--- src/rtl/memory_access_pkg.sv ---
// Shared encodings for the memory-access stage: funct3 load/store sizes,
// write-back source select, FSM states and the alignment rule.
package memory_access_pkg;

  localparam logic [2:0] F3_B  = 3'b000;
  localparam logic [2:0] F3_H  = 3'b001;
  localparam logic [2:0] F3_W  = 3'b010;
  localparam logic [2:0] F3_BU = 3'b100;
  localparam logic [2:0] F3_HU = 3'b101;

  localparam logic [1:0] WB_ALU  = 2'b00;
  localparam logic [1:0] WB_LOAD = 2'b01;
  localparam logic [1:0] WB_PC4  = 2'b10;

  // state     | meaning
  // ST_IDLE   | no access outstanding; a new access may request this cycle
  // ST_REQ    | request issued, waiting for grant
  // ST_WAIT_R | load granted, waiting for read data
  typedef enum logic [1:0] {
    ST_IDLE   = 2'd0,
    ST_REQ    = 2'd1,
    ST_WAIT_R = 2'd2
  } state_e;

  // Size is carried in funct3[1:0]; the unsigned variants share the rule.
  function automatic logic is_misaligned(input logic [2:0] funct3,
                                         input logic [1:0] addr_lo);
    logic mis;
    mis = 1'b0;
    case (funct3[1:0])
      2'b01:   mis = addr_lo[0];
      2'b10:   mis = (addr_lo != 2'b00);
      default: mis = 1'b0;
    endcase
    return mis;
  endfunction

endpackage

--- src/rtl/memory_access_if.sv ---
// Data-memory request/response bus between the memory stage and memory.
interface memory_access_if;
  logic        dmem_req_o;
  logic        dmem_we_o;
  logic [31:0] dmem_addr_o;
  logic [31:0] dmem_wdata_o;
  logic [3:0]  dmem_be_o;
  logic        dmem_gnt_i;
  logic        dmem_rvalid_i;
  logic [31:0] dmem_rdata_i;

  modport master (
    output dmem_req_o, dmem_we_o, dmem_addr_o, dmem_wdata_o, dmem_be_o,
    input  dmem_gnt_i, dmem_rvalid_i, dmem_rdata_i
  );

  modport slave (
    input  dmem_req_o, dmem_we_o, dmem_addr_o, dmem_wdata_o, dmem_be_o,
    output dmem_gnt_i, dmem_rvalid_i, dmem_rdata_i
  );
endinterface

--- src/rtl/memory_access_load_extend.sv ---
// Picks the addressed byte/halfword out of a read word and extends it.
module load_extend
  import memory_access_pkg::*;
(
  input  logic [31:0] i_rdata,
  input  logic [1:0]  i_addr_lo,
  input  logic [2:0]  i_funct3,
  output logic [31:0] o_value
);

  logic [7:0]  w_byte;
  logic [15:0] w_half;

  // Lane selection by the low address bits.
  always_comb begin
    w_byte = i_rdata[7:0];
    case (i_addr_lo)
      2'd1:    w_byte = i_rdata[15:8];
      2'd2:    w_byte = i_rdata[23:16];
      2'd3:    w_byte = i_rdata[31:24];
      default: w_byte = i_rdata[7:0];
    endcase
    w_half = i_addr_lo[1] ? i_rdata[31:16] : i_rdata[15:0];
  end

  // Sign or zero extension by access type.
  always_comb begin
    o_value = i_rdata;
    case (i_funct3)
      F3_B:    o_value = {{24{w_byte[7]}}, w_byte};
      F3_BU:   o_value = {24'd0, w_byte};
      F3_H:    o_value = {{16{w_half[15]}}, w_half};
      F3_HU:   o_value = {16'd0, w_half};
      default: o_value = i_rdata;
    endcase
  end

endmodule

--- src/rtl/memory_access.sv ---
// Memory stage: issues data-memory accesses, stalls the pipe until the
// access completes, formats loads and registers the write-back result.
module memory_access
  import memory_access_pkg::*;
(
  input  logic            clk_i,
  input  logic            rst_i,
  input  logic [31:0]     alu_result_mem_i,
  input  logic [31:0]     latest_rs2_value_mem_i,
  input  logic [4:0]      rd_label_mem_i,
  input  logic            reg_write_en_mem_i,
  input  logic            is_load_instr_mem_i,
  input  logic            is_store_instr_mem_i,
  input  logic            load_store_forward_sel_mem_i,
  input  logic [1:0]      wb_sel_mem_i,
  input  logic [31:0]     pc_mem_i,
  input  logic [2:0]      funct3_mem_i,
  memory_access_if.master dmem,
  output logic [31:0]     rd_value_mem_o,
  output logic            stall_mem_o,
  output logic            misaligned_o,
  output logic            reg_write_en_wb_o,
  output logic [4:0]      rd_label_wb_o,
  output logic [31:0]     rd_value_wb_o
);

  state_e      r_state;
  state_e      w_state_nxt;
  logic        w_is_mem;
  logic        w_misaligned;
  logic        w_access;
  logic        w_req;
  logic        w_complete;
  logic        w_stall;
  logic [31:0] w_pc_plus4;
  logic [31:0] w_store_src;
  logic [31:0] w_load_value;
  logic [31:0] w_wb_value;
  logic [3:0]  w_be;
  logic [31:0] w_wdata;

  assign w_is_mem     = is_load_instr_mem_i | is_store_instr_mem_i;
  assign w_misaligned = w_is_mem & is_misaligned(funct3_mem_i, alu_result_mem_i[1:0]);
  assign w_access     = w_is_mem & ~w_misaligned;
  assign w_pc_plus4   = pc_mem_i + 32'd4;

  // State register; reset abandons any access in flight.
  always_ff @(posedge clk_i or posedge rst_i) begin
    if (rst_i) r_state <= ST_IDLE;
    else       r_state <= w_state_nxt;
  end

  // Next state, request and completion; gnt only matters while requesting,
  // rvalid only while waiting for read data.
  always_comb begin
    w_state_nxt = r_state;
    w_req       = 1'b0;
    w_complete  = 1'b0;
    case (r_state)
      ST_IDLE: begin
        if (w_access) begin
          w_req = 1'b1;
          if (dmem.dmem_gnt_i) begin
            if (is_load_instr_mem_i) w_state_nxt = ST_WAIT_R;
            else                     w_complete  = 1'b1;
          end else begin
            w_state_nxt = ST_REQ;
          end
        end
      end
      ST_REQ: begin
        w_req = 1'b1;
        if (dmem.dmem_gnt_i) begin
          if (is_load_instr_mem_i) begin
            w_state_nxt = ST_WAIT_R;
          end else begin
            w_state_nxt = ST_IDLE;
            w_complete  = 1'b1;
          end
        end
      end
      ST_WAIT_R: begin
        if (dmem.dmem_rvalid_i) begin
          w_state_nxt = ST_IDLE;
          w_complete  = 1'b1;
        end
      end
      default: w_state_nxt = ST_IDLE;
    endcase
  end

  assign w_stall      = w_access & ~w_complete;
  assign stall_mem_o  = w_stall;
  assign misaligned_o = w_misaligned & ~rst_i;

  // Store lane enables and replicated write data; loads read the lanes of
  // their own size so the memory sees a consistent byte enable.
  assign w_store_src = load_store_forward_sel_mem_i ? rd_value_wb_o : latest_rs2_value_mem_i;

  always_comb begin
    w_be    = 4'b1111;
    w_wdata = w_store_src;
    case (funct3_mem_i[1:0])
      2'b00: begin
        w_be    = 4'b0001 << alu_result_mem_i[1:0];
        w_wdata = {4{w_store_src[7:0]}};
      end
      2'b01: begin
        w_be    = 4'b0011 << {alu_result_mem_i[1], 1'b0};
        w_wdata = {2{w_store_src[15:0]}};
      end
      default: begin
        w_be    = 4'b1111;
        w_wdata = w_store_src;
      end
    endcase
  end

  assign dmem.dmem_req_o   = w_req & ~rst_i;
  assign dmem.dmem_we_o    = is_store_instr_mem_i;
  assign dmem.dmem_addr_o  = {alu_result_mem_i[31:2], 2'b00};
  assign dmem.dmem_be_o    = w_be;
  assign dmem.dmem_wdata_o = w_wdata;

  load_extend u_load_extend (
    .i_rdata   (dmem.dmem_rdata_i),
    .i_addr_lo (alu_result_mem_i[1:0]),
    .i_funct3  (funct3_mem_i),
    .o_value   (w_load_value)
  );

  // Result for the forwarding path (loads are never forwarded from here)
  // and for the write-back register.
  always_comb begin
    rd_value_mem_o = (wb_sel_mem_i == WB_PC4) ? w_pc_plus4 : alu_result_mem_i;
    case (wb_sel_mem_i)
      WB_LOAD: w_wb_value = w_load_value;
      WB_PC4:  w_wb_value = w_pc_plus4;
      default: w_wb_value = alu_result_mem_i;
    endcase
  end

  // Write-back register: a stalled or misaligned instruction leaves a bubble
  // and keeps the previous label/value so forwarding from WB stays valid.
  always_ff @(posedge clk_i or posedge rst_i) begin
    if (rst_i) begin
      reg_write_en_wb_o <= 1'b0;
      rd_label_wb_o     <= 5'd0;
      rd_value_wb_o     <= 32'd0;
    end else if (w_stall || w_misaligned) begin
      reg_write_en_wb_o <= 1'b0;
    end else begin
      reg_write_en_wb_o <= reg_write_en_mem_i;
      rd_label_wb_o     <= rd_label_mem_i;
      rd_value_wb_o     <= w_wb_value;
    end
  end

endmodule

--- src/flat_wrapper.sv ---
// flat-port wrapper written by rule: the top's interface ports become plain ports
module memory_access_flat import memory_access_pkg::*;
  (clk_i, rst_i, alu_result_mem_i, latest_rs2_value_mem_i, rd_label_mem_i, reg_write_en_mem_i, is_load_instr_mem_i, is_store_instr_mem_i, load_store_forward_sel_mem_i, wb_sel_mem_i, pc_mem_i, funct3_mem_i, rd_value_mem_o, stall_mem_o, misaligned_o, reg_write_en_wb_o, rd_label_wb_o, rd_value_wb_o, dmem_dmem_req_o, dmem_dmem_we_o, dmem_dmem_addr_o, dmem_dmem_wdata_o, dmem_dmem_be_o, dmem_dmem_gnt_i, dmem_dmem_rvalid_i, dmem_dmem_rdata_i);
  memory_access_if dmem_i ();
  input  logic clk_i;
  input  logic rst_i;
  input  logic [31:0] alu_result_mem_i;
  input  logic [31:0] latest_rs2_value_mem_i;
  input  logic [4:0] rd_label_mem_i;
  input  logic reg_write_en_mem_i;
  input  logic is_load_instr_mem_i;
  input  logic is_store_instr_mem_i;
  input  logic load_store_forward_sel_mem_i;
  input  logic [1:0] wb_sel_mem_i;
  input  logic [31:0] pc_mem_i;
  input  logic [2:0] funct3_mem_i;
  output logic [31:0] rd_value_mem_o;
  output logic stall_mem_o;
  output logic misaligned_o;
  output logic reg_write_en_wb_o;
  output logic [4:0] rd_label_wb_o;
  output logic [31:0] rd_value_wb_o;
  output wire logic [$bits(dmem_i.dmem_req_o)-1:0] dmem_dmem_req_o;
  output wire logic [$bits(dmem_i.dmem_we_o)-1:0] dmem_dmem_we_o;
  output wire logic [$bits(dmem_i.dmem_addr_o)-1:0] dmem_dmem_addr_o;
  output wire logic [$bits(dmem_i.dmem_wdata_o)-1:0] dmem_dmem_wdata_o;
  output wire logic [$bits(dmem_i.dmem_be_o)-1:0] dmem_dmem_be_o;
  input wire logic [$bits(dmem_i.dmem_gnt_i)-1:0] dmem_dmem_gnt_i;
  input wire logic [$bits(dmem_i.dmem_rvalid_i)-1:0] dmem_dmem_rvalid_i;
  input wire logic [$bits(dmem_i.dmem_rdata_i)-1:0] dmem_dmem_rdata_i;
  assign dmem_dmem_req_o = dmem_i.dmem_req_o;
  assign dmem_dmem_we_o = dmem_i.dmem_we_o;
  assign dmem_dmem_addr_o = dmem_i.dmem_addr_o;
  assign dmem_dmem_wdata_o = dmem_i.dmem_wdata_o;
  assign dmem_dmem_be_o = dmem_i.dmem_be_o;
  assign dmem_i.dmem_gnt_i = dmem_dmem_gnt_i;
  assign dmem_i.dmem_rvalid_i = dmem_dmem_rvalid_i;
  assign dmem_i.dmem_rdata_i = dmem_dmem_rdata_i;
  memory_access u_core (.clk_i(clk_i), .rst_i(rst_i), .alu_result_mem_i(alu_result_mem_i), .latest_rs2_value_mem_i(latest_rs2_value_mem_i), .rd_label_mem_i(rd_label_mem_i), .reg_write_en_mem_i(reg_write_en_mem_i), .is_load_instr_mem_i(is_load_instr_mem_i), .is_store_instr_mem_i(is_store_instr_mem_i), .load_store_forward_sel_mem_i(load_store_forward_sel_mem_i), .wb_sel_mem_i(wb_sel_mem_i), .pc_mem_i(pc_mem_i), .funct3_mem_i(funct3_mem_i), .dmem(dmem_i), .rd_value_mem_o(rd_value_mem_o), .stall_mem_o(stall_mem_o), .misaligned_o(misaligned_o), .reg_write_en_wb_o(reg_write_en_wb_o), .rd_label_wb_o(rd_label_wb_o), .rd_value_wb_o(rd_value_wb_o));
endmodule
--- config.mk ---
export PLATFORM = sky130hd
export DESIGN_NAME = memory_access_flat
export DESIGN_NICKNAME = d
export VERILOG_FILES = /design/src/rtl/memory_access_pkg.sv /design/src/rtl/memory_access_if.sv /design/src/rtl/memory_access_load_extend.sv /design/src/rtl/memory_access.sv /design/src/flat_wrapper.sv
export SDC_FILE = /design/constraint.sdc
export NUM_CORES = 1
export LEC_CHECK = 0
export BUFFER_PORTS_ARGS = -buffer_cell sky130_fd_sc_hd__buf_2
export CORE_MARGIN = 10
export CORE_UTILIZATION = 41
export CTS_BUF_LIST = sky130_fd_sc_hd__clkbuf_8
export DETAILED_ROUTE_END_ITERATION = 12
export PLACE_DENSITY_LB_ADDON = 0.25
export SLEW_MARGIN = 30
export SYNTH_ARGS = -nofsm -noshare
export SYNTH_HDL_FRONTEND = slang
export SYNTH_SLANG_ARGS = --single-unit
--- constraint.sdc ---
create_clock -name clk_i -period 1.6 [get_ports clk_i]
set_input_delay 0.08 -clock clk_i [delete_from_list [all_inputs] [get_ports clk_i]]
set_output_delay 0.08 -clock clk_i [all_outputs]
set_load 0.005 [all_outputs]
Yosys cells after proc, flatten, opt, wreduce, memory -nomap -nowiden
Index checks and enable logic that the tools add are counted.
- bits of input ports: 146
- bits in registers: 40
- output and inout port bits: 142
- bitwise logic cells: 9
- add/sub/neg operators: 1
- reduce and logical (&&, ||, !) cells: 6
- multiplexer cells: 24
- eq/ne operators: 16
- shift-type cells: 2
- operator list (operator ; count):
    32-bit one-hot mux with 2 select lines ; 2
    32-bit one-hot mux with 4 select lines ; 1
    32-bit two-way mux ; 2
    32-bit by 3-bit adder with 32-bit output, second input constant ; 1
    8-bit one-hot mux with 3 select lines ; 1
    16-bit two-way mux ; 1
    2-bit two-way mux ; 6
    2-bit equality test, second input constant ; 5
    2-bit by 1-bit equality test with 1-bit output, second input constant ; 4
    4-bit one-hot mux with 2 select lines ; 1
    3-bit equality test, second input constant ; 2
    1-bit two-way mux ; 6
    2-bit one-hot mux with 3 select lines ; 1
    1-bit AND ; 5
    2-bit logical NOT ; 2
    2-bit != test, second input constant ; 2
    1-bit one-hot mux with 2 select lines ; 2
    4-bit AND reduction ; 1
    1-bit by 2-bit << shifter with 4-bit output, first input constant ; 1
    2-bit by 2-bit << shifter with 4-bit output, first input constant ; 1
    3-bit by 1-bit equality test with 1-bit output, second input constant ; 1
    3-bit logical NOT ; 1
    3-bit != test, second input constant ; 1
    1-bit NOT ; 3
    other kinds (5) ; 5

Depth between registers and ports, before layout
Gate-level depths: netlist (run 1).
- depth after elaboration: 11
- depth in mapped cells: 9

By module
From an unflattened synthesis (run 1), not the netlist that was laid out.
- cells, all modules: 666
- area total of the unflattened synthesis: 4882.2 µm²
- by module, submodules not included (module ; times used ; sequential area each (µm²) ; cells an instance ; area an instance (µm²)):
    memory_access ; 1 ; 1001.0 ; 555 ; 4214.0
    load_extend ; 1 ; 0.0 ; 111 ; 668.1

Worst setup path before layout (run 1)
OpenSTA, ideal clock, no wires.
- kind: reg-to-reg
- start point: register u_core.r_state[1]
- end point: register u_core.rd_value_wb_o[16]
- setup time: 0.141 ns
- arrival time: 1.615 ns
- cell stages (with the launch flop): 6
- slack: -0.156 ns
- required time: 1.459 ns
- path through: dfrtp_1 -> o32ai_1 -> a21oi_1 -> nor2_1 -> clkbuf_1 -> a31oi_1
- longest elaborated chain between the ends: 5
- elaborated cells on any way between the ends: 7
- those cells by class: 2 x eq/ne; 1 x mux; 2 x bitwise; 2 x reduce/logical
- RTL lines (what ; line ; text):
    start: declaration ; memory_access.sv:27 ; state_e r_state;
    start signal: assignment ; memory_access.sv:50 ; else r_state <= w_state_nxt;
    2-bit equality test, or another cell as far along ; memory_access.sv:59 ; case (r_state)
    1-bit one-hot mux with 3 select lines * ; memory_access.sv:59 ;
    1-bit NOT * ; memory_access.sv:92 ; assign w_stall = w_access & ~w_complete;
    1-bit AND * ; memory_access.sv:92 ;
    1-bit logical OR * ; memory_access.sv:150 ; end else if (w_stall || w_misaligned) begin
    end signal: assignment ; memory_access.sv:155 ; rd_value_wb_o <= w_wb_value;
    end: declaration ; memory_access.sv:24 ; output logic [31:0] rd_value_wb_o
Every way passes the cells marked *; elsewhere a longest branch is shown, timed or not.
A chain may end at the register's enable or synchronous reset.

Final worst setup path (run 1)
- start point: input pc_mem_i[3]
- end point: output rd_value_mem_o[21]
- longest elaborated chain between the ends: 2
- RTL lines (what ; line ; text):
    start: declaration ; flat_wrapper.sv:15 ; input logic [31:0] pc_mem_i;
    32-bit by 3-bit adder with 32-bit output ; memory_access.sv:45 ; assign w_pc_plus4 = pc_mem_i + 32'd4;
    32-bit two-way mux ; memory_access.sv:135 ; rd_value_mem_o = (wb_sel_mem_i == WB_PC4) ? w_pc_plus4 : alu_result_mem_i;
    end: declaration ; flat_wrapper.sv:17 ; output logic [31:0] rd_value_mem_o;
No other way between the ends.

==> metrics, run 1 <==
reg2reg path depth 6; worst hold start rd_label_mem_i[4]; crit path from pc_mem_i[3]; nets@finish 1125; hold path depth 3; syn_area_per_cell 7.38 um^2; sequential share of the synthesized area 20.8%; DRT iter0 DRCs 545; Setup-failing EPs final 22; Max IR drop VDD 0.357 mV; Top Ports 288; Post-synth top cells nand2_1, o21ai_0, mux2i_1; CTS Buf Count 5; Yosys cell types 61; share of post-route cells with drive strength above 1 49.9%; row cnt 39; Layout fillers 1063; Worst-Margin Slew 541 ps; flop2flop setup slack -50 ps; EDFF count, synth 0; crit path time final 1680 ps; CP startpoint kind input pin; CTS tree done; Worst EP arrival 1600 ps; Slew Viols, Final 0; Setup Skew 9.19 ps; gate count of the mapped netlist 652; leakage 3.65 nW; DR DRC count 0; IO Port Bufs 285; GRT Resource Usage Total 26.3%; post-route setup slack -80.1 ps; kind of critical path in2out; drt first pass iters 5; total grt overflow 0; Final ANT Viol Nets 0; final hold slack -6.63 ps; Worst Hold Class in2reg; #FFs+latches synth 40; RR Startpoint u_core.r_state[1]; Fin. Hold Viols 1; Detailed Route WL 23900 um; cells taking the most area after synthesis dfrtp_1, mux2i_1, mux2_2; synth-to-layout area growth 55.1%; Synth top area share 20.8%; setup TNS -544 ps; wire length per cell 21.4 um; vias in the first global route 6227; H-tree depth 2; Root Driver clkbuf_8; RePlAce Congestion 0.938; violated checks hold timing, setup timing; leading area contributor after synthesis dfrtp_1; outcome complete, but fails checks; Async SR Flop Fraction 100%; RSZ-0062 raised after global routing true; Synth Flop Type dfrtp_1; max_slew headroom 64.0%; DIE HEIGHT 128 um; yosys warns 0; vias 6371; DP HPWL 19000 um; Final Util 65.1%; largest net degree at the start of global routing 62; total core area 11500 um^2; # clock sinks 40; global-route wire length before repair 34800 um; die area 16500 um^2; number of max-cap violations 0; clock buffer depth 2; most frequent cell after synthesis nand2_1; Final Cycle Share 105%; Vias per Instance 5.70; CTS clk-pin slew, worst paths 80 ps; mapped cell area 4810 um^2; worst-skew pair later-pin latency 300 ps; Initial Util 42.0%; Die Wd 128 um; antenna violations before repair 1; PwrDens 691 nW/um^2; Crit Path Max Fanout 8; worst path required time 1520 ps; Fmax achieved 0.595 GHz; Setup crit end kind output port
## state kept, by name (all words and copies together) (netlist names)
| name | cells |
|---|---|
| u_core.reg_write_en_wb_o | 1 |
| u_core.r_state | 2 |
| u_core.rd_value_wb_o | 32 |
| u_core.rd_label_wb_o | 5 |
## cell families after synthesis
group,after synthesis,share of synthesized area (%)
compound gates,210,26.8
xor+xnor,15,2.73
fa+ha+maj,7,1.82
buf+inv,117,12.1
flops,40,20.8
mux,75,16.5
other cells,1,0.0779
simple gates,187,19.2
## where the power goes
group / internal, W / leakage [nW] / switching, W
clock network: 0.000551 / 0.0645 / 0.000385
logic: 0.00131 / 3.11 / 0.00137
registers: 0.00125 / 0.474 / 0.000298
## cell type report
cell class | instances | area [um^2] | area share (%)
multi-input combinational | 496 | 3540 | 47.4
antenna | 1 | 2.50 | 0.0335
timing repair buffer | 390 | 2470 | 33.1
clock buffer | 7 | 96.3 | 1.29
tap | 143 | 179 | 2.40
inverter | 39 | 148 | 1.98
clock inverter | 1 | 30.0 | 0.402
sequential | 40 | 1000 | 13.4
## cells in the final DEF, fill, tap and decap left out, types with 5 or more instances in the layout
cell type / n
a31oi_1: 25
nand2_1: 81
nor2_1: 27
or3_1: 5
xor2_1: 5
mux2_2: 32
nand3_1: 6
and3_1: 6
a221oi_1: 5
o211ai_1: 13
dlygate4sd3_1: 7
buf_4: 81
xnor2_1: 9
nor3_1: 5
o21ai_2: 8
o31a_1: 6
a21boi_0: 10
nand4_1: 6
a21oi_1: 33
buf_6: 10
dfrtp_1: 39
buf_12: 6
o21ai_0: 52
mux2i_1: 40
inv_1: 35
o21ai_1: 23
buf_2: 279
nand2_2: 6
clkbuf_8: 7
## worst paths after layout
kind	to
worst max register to register	u_core.rd_value_wb_o[0]
max in group asynchronous	u_core.r_state[1]
worst min register to register	u_core.rd_label_wb_o[3]
min in group asynchronous	u_core.rd_value_wb_o[30]
worst max-delay path	rd_value_mem_o[21]
worst min-delay path	u_core.rd_label_wb_o[4]
## per-layer routing
metal	share of wire, %	global-route usage (%)	vias up
li1	-	-	2978
met1	39	32.9	3009
met2	50	45.5	353
met3	10	5.01	31
met4	1.6	6.42	0
met5	0	0	-
## worst max-delay path, stage by stage
cell,delay (ps)
buf_8,80
nand3_4,70
or4_4,610
o31a_1,280
o21ai_2,240
o21ai_1,90
buf_2,140
## through the flow
step / instance area, um^2 / std cells / worst slack (ps) / total power, W
after floorplan: 4840 / 653 / 13.1 / 0.00262
after global routing: 7470 / 1117 / -136 / 0.00544
after CTS: 7130 / 1109 / -85.6 / 0.00500
after global placement: 6720 / 1089 / -300 / 0.00394
final: 7470 / 1117 / -80.1 / 0.00516
after detailed placement: 6720 / 1089 / -331 / 0.00397
## repair_timing
action                                  in CTS  in global routing
cloned                                       3                  2
hold buffers                                 7                  0
endpoints found under the setup margin      57                 80
pin swaps                                   17                 26
gates resized for setup                     28                 67
setup buffers                                2                  7
endpoints found under the hold margin       46                  0
No activity file was read; power rests on OpenSTA's default activity.
==> run 2, diff against run 1 <==
Settings changed: CORE_UTILIZATION 41 to 46.
Clock period 1.6 ns to 1.87 ns, I/O delays scaled along.
==> run 2 against run 1 <==
- the flow now finishes without violations
- die area shrank 9.2%
- sequential power is 14% lower
- first-iteration DRC count decreased by 4.6%
- sequential share of layout area rose by 1.4 points
- worst hold slack improved by 12 ps
- via count is 2.5% lower
- setup slack better by 110 ps
- count of clock-buffer cells in the layout is the same
- non-clock buffer count fell by 41
- final area fell by 9.5%
- cell count fell by 4.4%
- critical path type unchanged
- highest routed layer is now met5
==> metrics, run 2 (synthesis results as in run 1) <==
Fin. Hold Viols 0 (-1); max_slew headroom 44.3% (-20 points); Vias per Instance 5.82 (+2.0%); Setup Skew 11.9 ps (+2.71 ps); Worst Hold Class in2reg; Detailed Route WL 23400 um (-2.2%); max reg flops 32 (unchanged); share of post-route cells with drive strength above 1 43.7% (-6.2 points); global-route wire length before repair 34200 um (-1.7%); total grt overflow 0 (unchanged); PwrDens 597 nW/um^2 (-14%); number of max-cap violations 0 (unchanged); Met3 Wirelength 2320 um (-2.7%); clock buffer depth 2 (unchanged); Met2 Routed Length 11000 um (-7.2%); CP startpoint kind input pin; vias 6211 (-2.5%); die area 15000 um^2 (-9.2%); commonest non-fill, non-tap cell in the layout buf_2; Setup-failing EPs final 0 (-100%); Setup crit end kind output port; register area 1000 um^2 (-0.12%); nets@finish 1084 (-3.6%); Top Ports 288 (unchanged); synth-to-layout area growth 40.4%; Root Driver clkbuf_8; RePlAce Congestion 0.996 (+6.2%); Final Cycle Share 98.1%; placed cell area 6460 um^2 (-3.9%); Buf/Inv on CP 2 (unchanged); total core area 10300 um^2 (-10%); post-route design area 6760 um^2 (-9.5%); Initial Util 46.8% (+4.9 points); # clock sinks 40 (unchanged); commonest non-fill, non-tap cells in the layout buf_2, nand2_1, o21ai_0, buf_4, mux2i_1; worst-skew pair later-pin latency 310 ps (about the same); CTS tree done; worst path required time 1780 ps (+260 ps); DIE HEIGHT 122 um (-4.7%); wire length per cell 21.9 um (+2.3%); Worst-Margin Slew 830 ps (+290 ps); area of the multi-input gates 3320 um^2 (-6.3%); CTS clk-pin slew, worst paths 90 ps (about the same); antenna violations before repair 2 (+1); drt first pass iters 5 (unchanged); critical-path cell list buf_2, nand3_4, or4_4, o31a_1, o21ai_1, o21ai_1, buf_2; Largest Register u_core.rd_value_wb_o; Max IR drop VDD 0.312 mV (-13%); kind of critical path in2out; DRT iter0 DRCs 520 (-4.6%); Worst EP arrival 1740 ps (+140 ps); IO Port Bufs 285 (unchanged); Slew Viols, Final 0 (unchanged); largest net degree at the start of global routing 39 (-37%); Layout fillers 963 (-9.4%); RSZ-0062 raised after global routing true; Final ANT Viol Nets 0 (unchanged); vias in the first global route 6148 (-1.3%); row cnt 37 (-5.1%); Crit Path Max Fanout 6 (-2); Top Layer Used met5; outcome complete, no violations; Slowest-stage cell, CP or4_4; CTS Buf Count 5 (unchanged); Die Wd 122 um (-4.7%); crit path time final 1840 ps; DR DRC count 0 (unchanged); delay-heaviest family, CP compound AO/OA/AOI/OAI gates; H-tree depth 2 (unchanged); Final Util 65.7% (+0.62 points); Fmax achieved 0.545 GHz; GRT Resource Usage Total 29.0% (+2.7 points); leakage 3.33 nW (-8.6%); DP HPWL 19400 um (+2.3%); max incr delay on CP 600 ps (about the same); Top Registers u_core.rd_value_wb_o: 32 flops, u_core.rd_label_wb_o: 5 flops, u_core.r_state: 2 flops; met1 wire length 9060 um (-1.9%)
run 2: worst register-to-register path, cell delays in order, from the launching register on:
cell,delay [ps]
dfrtp_1,440
o32ai_2,380
a21o_2,250
buf_12,190
mux2i_1,240
a31oi_1,60
run 2: layer usage:
metal  GRT usage (%)  vias to the layer above
met1            35.8                     2881
met4            12.4                        2
met2            48.3                      384
li1                -                     2884
met5               0                        -
met3            5.79                       60
run 2: through the flow:
stage	setup slack (ps)	std cells	hold slack [ps]	power (W)	setup TNS (ps)
after floorplan	103	653	160	0.00223	0
after global placement	-70.1	1050	193	0.00329	-1060
after detailed placement	-98.8	1050	205	0.00333	-1350
after CTS	12.0	1064	0.0216	0.00400	0
after global routing	-30.7	1068	7.69	0.00427	-60.0
final	34.7	1068	5.07	0.00403	0
run 2: area by class of cell:
type / count / share of cell area, %
Tap cell: 136 / 2.52
Sequential cell: 40 / 14.8
Inverter: 39 / 2.17
Timing Repair Buffer: 349 / 29.9
Multi-Input combinational cell: 496 / 49.1
Antenna cell: 1 / 0.0370
Clock buffer: 7 / 1.43
run 2: where the power goes:
group / internal [W] / switching, W / leakage [nW] / total [W]
Sequential: 0.00107 / 0.000269 / 0.475 / 0.00134
Combinational: 0.000946 / 0.00109 / 2.81 / 0.00204
Clock: 0.000329 / 0.000325 / 0.0503 / 0.000654
Total: 0.00235 / 0.00169 / 3.33 / 0.00403
run 2: timing repair:
| action | 4_1_cts | 5_1_grt |
|---|---|---|
| hold buffers | 7 | 0 |
| resized for setup | 0 | 20 |
| endpoints found under the hold margin | 26 | 0 |
| setup buffers | 0 | 2 |
| setup endpoints to repair | 0 | 41 |
run 2: path summary, 6_finish.rpt:
path                                               from                       to  slack, ps  cells past startpoint
min in group asynchronous                         rst_i  u_core.rd_label_wb_o[1]        420                      3
worst min register to register  u_core.rd_label_wb_o[4]  u_core.rd_label_wb_o[4]        470                      2
max in group asynchronous                         rst_i  u_core.rd_value_wb_o[3]        900                      4
worst min-delay path                 dmem_dmem_rvalid_i        u_core.r_state[1]          5                      2
worst max-delay path                        pc_mem_i[2]       rd_value_mem_o[19]         30                      7
worst max register to register        u_core.r_state[1]  u_core.rd_value_wb_o[4]        180                      5
